## config.mk

```make
export PLATFORM = sky130hd
export DESIGN_NAME = smaesh_op_scheduler
export DESIGN_NICKNAME = d
export VERILOG_FILES = /design/src/rtl/smaesh_op_scheduler.sv
export SDC_FILE = /design/constraint.sdc
export NUM_CORES = 1
export LEC_CHECK = 0
export CAP_MARGIN = 40
export CORE_ASPECT_RATIO = 1.4
export CORE_MARGIN = 2
export CORE_UTILIZATION = 30
export CTS_BUF_LIST = sky130_fd_sc_hd__clkbuf_4 sky130_fd_sc_hd__clkbuf_8 sky130_fd_sc_hd__clkbuf_16
export DETAILED_ROUTE_END_ITERATION = 12
export PLACE_DENSITY = 0.56
export SYNTH_ARGS = -nofsm -noshare
export SYNTH_HDL_FRONTEND = slang
export SYNTH_SLANG_ARGS = --single-unit
```

## constraint.sdc

```tcl
create_clock -name clk -period 3 [get_ports clk]
set_input_delay 0.6 -clock clk [delete_from_list [all_inputs] [get_ports clk]]
set_output_delay 0.6 -clock clk [all_outputs]
set_load 0.03 [all_outputs]
```

## src/rtl/smaesh_op_scheduler.sv

```systemverilog
// Operation scheduler for the masked AES top: serialises reseed, re-key and data
// operations so the PRNG, key holder and AES core never run concurrently.
module smaesh_op_scheduler #(
   parameter int CNT_W         = 16,
   parameter int RESEED_PERIOD = 1024
) (
   input  logic             clk,
   input  logic             rst,
   input  logic             in_seed_valid,
   input  logic             in_key_valid,
   input  logic             in_data_valid,
   input  logic             data_fire,
   input  logic             aes_busy,
   input  logic             ksu_busy,
   input  logic             prng_busy,
   input  logic             prng_out_valid,
   output logic             prng_start_reseed,
   output logic             ksu_start_fetch,
   output logic             data_grant,
   output logic             in_seed_ready,
   output logic             seed_required,
   output logic [CNT_W-1:0] blocks_since_seed,
   output logic [1:0]       sched_state
);

   typedef enum logic [1:0] {
      ST_IDLE   = 2'd0,
      ST_RESEED = 2'd1,
      ST_REKEY  = 2'd2,
      ST_RUN    = 2'd3
   } state_t;

   localparam logic [CNT_W-1:0] CNT_ONE = {{(CNT_W-1){1'b0}}, 1'b1};
   localparam logic [CNT_W-1:0] CNT_MAX = {CNT_W{1'b1}};
   localparam logic [31:0]      PERIOD  = RESEED_PERIOD;

   state_t           state_q, state_d;
   logic             seen_q, seen_d;
   logic [CNT_W-1:0] cnt_q, cnt_d;
   logic [CNT_W-1:0] cnt_inc;
   logic             seed_req_q, seed_req_d;
   logic             prev_prng_busy_q;
   logic             op_busy;

   always_ff @(posedge clk) begin
      if (rst) begin
         state_q          <= ST_IDLE;
         seen_q           <= 1'b0;
         cnt_q            <= '0;
         seed_req_q       <= 1'b1;
         prev_prng_busy_q <= 1'b0;
      end else begin
         state_q          <= state_d;
         seen_q           <= seen_d;
         cnt_q            <= cnt_d;
         seed_req_q       <= seed_req_d;
         prev_prng_busy_q <= prng_busy;
      end
   end

   assign cnt_inc = (cnt_q == CNT_MAX) ? cnt_q : cnt_q + CNT_ONE;

   always_comb begin
      state_d           = state_q;
      seen_d            = seen_q;
      cnt_d             = cnt_q;
      seed_req_d        = seed_req_q;
      prng_start_reseed = 1'b0;
      ksu_start_fetch   = 1'b0;
      data_grant        = 1'b0;
      op_busy           = 1'b0;
      case (state_q)
         ST_IDLE: begin
            if (in_seed_valid && !aes_busy && !ksu_busy) begin
               prng_start_reseed = 1'b1;
               state_d           = ST_RESEED;
            end else if (in_key_valid && !seed_req_q && !aes_busy && !prng_busy) begin
               ksu_start_fetch = 1'b1;
               state_d         = ST_REKEY;
            end else begin
               data_grant = in_data_valid && !seed_req_q && prng_out_valid && !ksu_busy;
               // A data_fire without a grant is a protocol error and is dropped.
               if (data_grant && data_fire) begin
                  state_d = ST_RUN;
                  cnt_d   = cnt_inc;
                  if ((PERIOD != 32'd0) && (32'(cnt_inc) == PERIOD))
                     seed_req_d = 1'b1;
               end
            end
         end
         default: begin
            // Each operation ends on the falling edge of its sub-block's busy.
            case (state_q)
               ST_RESEED: op_busy = prng_busy;
               ST_REKEY:  op_busy = ksu_busy;
               default:   op_busy = aes_busy;
            endcase
            if (op_busy) begin
               seen_d = 1'b1;
            end else if (seen_q) begin
               seen_d  = 1'b0;
               state_d = ST_IDLE;
               if (state_q == ST_RESEED) begin
                  cnt_d      = '0;
                  seed_req_d = 1'b0;
               end
            end
         end
      endcase
   end

   assign in_seed_ready     = prng_busy && !prev_prng_busy_q;
   assign seed_required     = seed_req_q;
   assign blocks_since_seed = cnt_q;
   assign sched_state       = state_q;

endmodule
```

==> summary.md <==
| Metric | Value |
|---|---|
| F_max | `366 MHz` |
| CTS Buf Count | `3` |
| Largest family of logic cells by synthesized area | `simple AND/OR/NAND/NOR gates` |
| Switch share | `24.3%` |
| Vias per inst | `5.25` |
| Post-synth EDFFs | `0` |
| Initial antenna violation count | `0` |
| Required @ worst endpoint | `2.40 ns` |
| Iteration count of the initial detailed-routing pass | `4` |
| Ports | `33` |
| Crit. End Element | `primary output` |
| Setup TNS | `0 ns` |
| Commonest non-fill, non-tap cell in the layout | `clkdlybuf4s50_1` |
| Post-Synth Adder-Cell Area | `3.51%` |
| Ys async rst share | `0%` |
| Synth Area in Simple Gates | `32.1%` |
| Die Area | `0.00533 mm2` |
| Setup bufs post-CTS | `0` |
| Final Core Density | `40.8%` |
| Iter 0 DRT Violations | `40` |
| Die Span X | `62.3 um` |
| Height of the chip | `85.6 um` |
| CP max FO | `4` |
| WHS | `0.495 ns` |
| Slew of the pin with the lowest slew margin | `0.611 ns` |
| Mapped cell area | `0.00143 mm2` |
| Cell depth of the worst setup path | `4` |
| Final setup viols | `0` |
| Post-route ant nets | `0` |
| Cts repair resizes | `0` |
| Syn. warnings | `0` |
| Internal Pwr Total | `0.403 mW` |
| Antenna cells | `0` |
| Synthesis-stage register bit count | `21` |
| GRT overflow | `0` |
| Slowest stage delay, CP | `0.71 ns` |
| Clk pin slew, worst setup/hold paths | `0.08 ns` |
| Commonest non-fill, non-tap cells in the layout | `30 x clkdlybuf4s50_1, 25 x nor2_1, 21 x dfxtp_1` |
| Clock power frac | `35.7%` |
| Dpl cell area | `0.00181 mm2` |
| CTS tree | `built` |
| DRT Wirelength | `4.00 mm` |
| Nets@finish | `234` |
| CTS hold repair buffers | `0` |
| Final routed DRC violation total | `0` |
| CP Cell Sequence | `clkdlybuf4s50_1, nand2b_1, nor3_1, clkdlybuf4s50_1` |
| Avg WL per Cell | `14.2 um` |
| Hold wc startpoint | `sched_state[1]` |
| Synth-to-layout area growth | `30.7%` |
| Largest net degree at the start of global routing | `18` |
| Synth area leader | `dfxtp_1` |
| Routed vias | `1,475` |
| Total of max-cap violations | `0` |
| Mapped Avg Cell Area | `7.51 um2` |
| Synth Area in Compound Gates | `25.0%` |
| Row cnt | `29` |
| RSZ-0062 raised after global routing | `no` |
| H-tree levels | `1` |
| Netlist cell types | `47` |
| WHS Endpoint | `sched_state[1]` |
| Register area share after synthesis | `29.5%` |
| Leakage | `0.647 nW` |
| Fraction of synthesized cell area in xor and xnor cells | `2.46%` |
| Core area | `0.00457 mm2` |
| CTS root buf | `clkbuf_8` |
| Final weighted congestion in routability-driven placement | `0.791` |
| Mapped Cells | `190` |
| Crit path DAT | `2.13 ns` |
| Layout cell share with drive strength beyond 1 | `5.94%` |
| Sw power | `0.129 mW` |
| CP delay by family, top | `buffers and inverters` |
| R2R Path End | `seed_required` |
| Peak VDD IR | `0.110 mV` |
| R2r worst-path depth | `7` |
| # fillers | `509` |
| Gate power share | `11.0%` |
| Slew Viols, Final | `0` |
| Yosys top cell area share | `29.5%` |
| Sequential Power Share | `53.3%` |
| Slew margin rel. | `59.3%` |
| Pwr per Cell Area | `285 mW/mm2` |
| Top cells by area, synth | `dfxtp_1 29%, nor2_1 6.6%, a21oi_1 6.3%` |
| Period utilization | `91.0%` |
| CP bufs+invs | `2` |
| Hold path cells | `2` |
| Worst hold path class | `reg -> reg` |
| Reg-to-Reg Start | `blocks_since_seed[0]` |
| Hpwl dp | `3.08 mm` |
| Outcome | `finished, final reports clean` |
| Ys flop type | `dfxtp_1` |
| Number of global-route vias before repair | `1,380` |
| Post-Syn Nets | `204` |
| Startpoint Class | `input pin` |
| Hold Violations, Final | `0` |
| Final instance area | `0.00186 mm2` |
| First-pass GRT wire length | `6.71 mm` |
| R2r setup slk | `0.69 ns` |
| CTS sink cnt | `21` |
| Cell mode on critical path | `clkdlybuf4s50_1` |
| Total GRT Usage | `15.7%` |
| Initial Utilization | `31.2%` |
| Tmin final | `2.73 ns` |
| Multiplexer area fraction after synthesis | `2.54%` |
| Crit Path Class | `in -> out` |
| Slowest cell on crit path | `clkdlybuf4s50_1` |
| I/O Buffers | `32` |
| Skew-Pair Late Insertion Delay | `0.26 ns` |
| Final clock skew | `0.00349 ns` |
| Max clock buf depth | `2` |
[kinds of logic (layout without fill, tap and decap cells)]
logic type                 after synthesis  in the layout
AOI/OAI and AO/OA                       55             55
muxes                                    3              3
DFF                                     21             21
buffers and inverters                   17             46
and+or+nand+nor                         86             86
xor gates and xnor gates                 4              4
adders and majority gates                4              4
[metal layers]
metal / vias to the layer above / GRT usage (%) / part of all wire, %
met2: 31 / 30.0 / 54
met5: - / 0 / 0
met3: 7 / 2.76 / 3.3
met4: 0 / 7.07 / 2.0
met1: 681 / 16.9 / 41
li1: 756 / - / -
[power groups by stage]
| stage | clock [mW] | sequential (mW) | combinational (mW) |
|---|---|---|---|
| detailed placement | 0 | 0.291 | 0.0586 |
| finish | 0.190 | 0.284 | 0.0584 |
| global placement | 0 | 0.290 | 0.0586 |
| global route | 0.211 | 0.284 | 0.0643 |
| CTS | 0.201 | 0.284 | 0.0590 |
| floorplan | 0 | 0.293 | 0.0278 |
[layout make-up]
type	instances	area, um2	area share (%)
Tap cell	62	77.6	4.16
Inverter	6	22.5	1.21
Timing Repair Buffer	36	355	19.1
Clock inverter	1	5.00	0.268
Sequential cell	21	420	22.6
Clock buffer	3	41.3	2.21
Multi-Input combinational cell	152	942	50.5
[state kept, by name (all words and copies together), names as in the netlist]
name and cells:
seed_required 1, blocks_since_seed 16, seen_q 1, sched_state 2
prev_prng_busy_q 1
[through the flow]
step           cells  setup WS [ns]  total power, mW
2_1_floorplan    190          0.699            0.321
3_3_place_gp     277         0.0246            0.349
3_5_place_dp     277         0.0205            0.349
4_1_cts          281         0.0132            0.544
5_1_grt          281          0.177            0.559
6_report         281          0.271            0.532
[worst min-delay path, stage by stage (launching register included)]
cell,delay [ns]
dfxtp_1,0.34
nand2_1,0.06
a21oi_1,0.05
[worst max-delay path by stage]
stage / from / end / slack (ns)
5_1_grt: ksu_busy / prng_start_reseed / 0.18
3_5_place_dp: in_key_valid / data_grant / 0.02
4_1_cts: in_key_valid / data_grant / 0.01
3_3_place_gp: in_key_valid / data_grant / 0.02
2_1_floorplan: blocks_since_seed[0] / seed_required / 0.70
6_report: ksu_busy / prng_start_reseed / 0.27
[Yosys cell counts, drive strengths merged, types with 4 or more instances]
master  count
nand3       8
o211ai      4
clkbuf      8
nor2       25
nand2b      5
a311oi      4
nand4       4
a21oi      18
o21ai       9
inv         6
nor3       10
nand2      14
ha          4
dfxtp      21
or3         4
a22oi       5
Power figures use the tool's default switching activity.
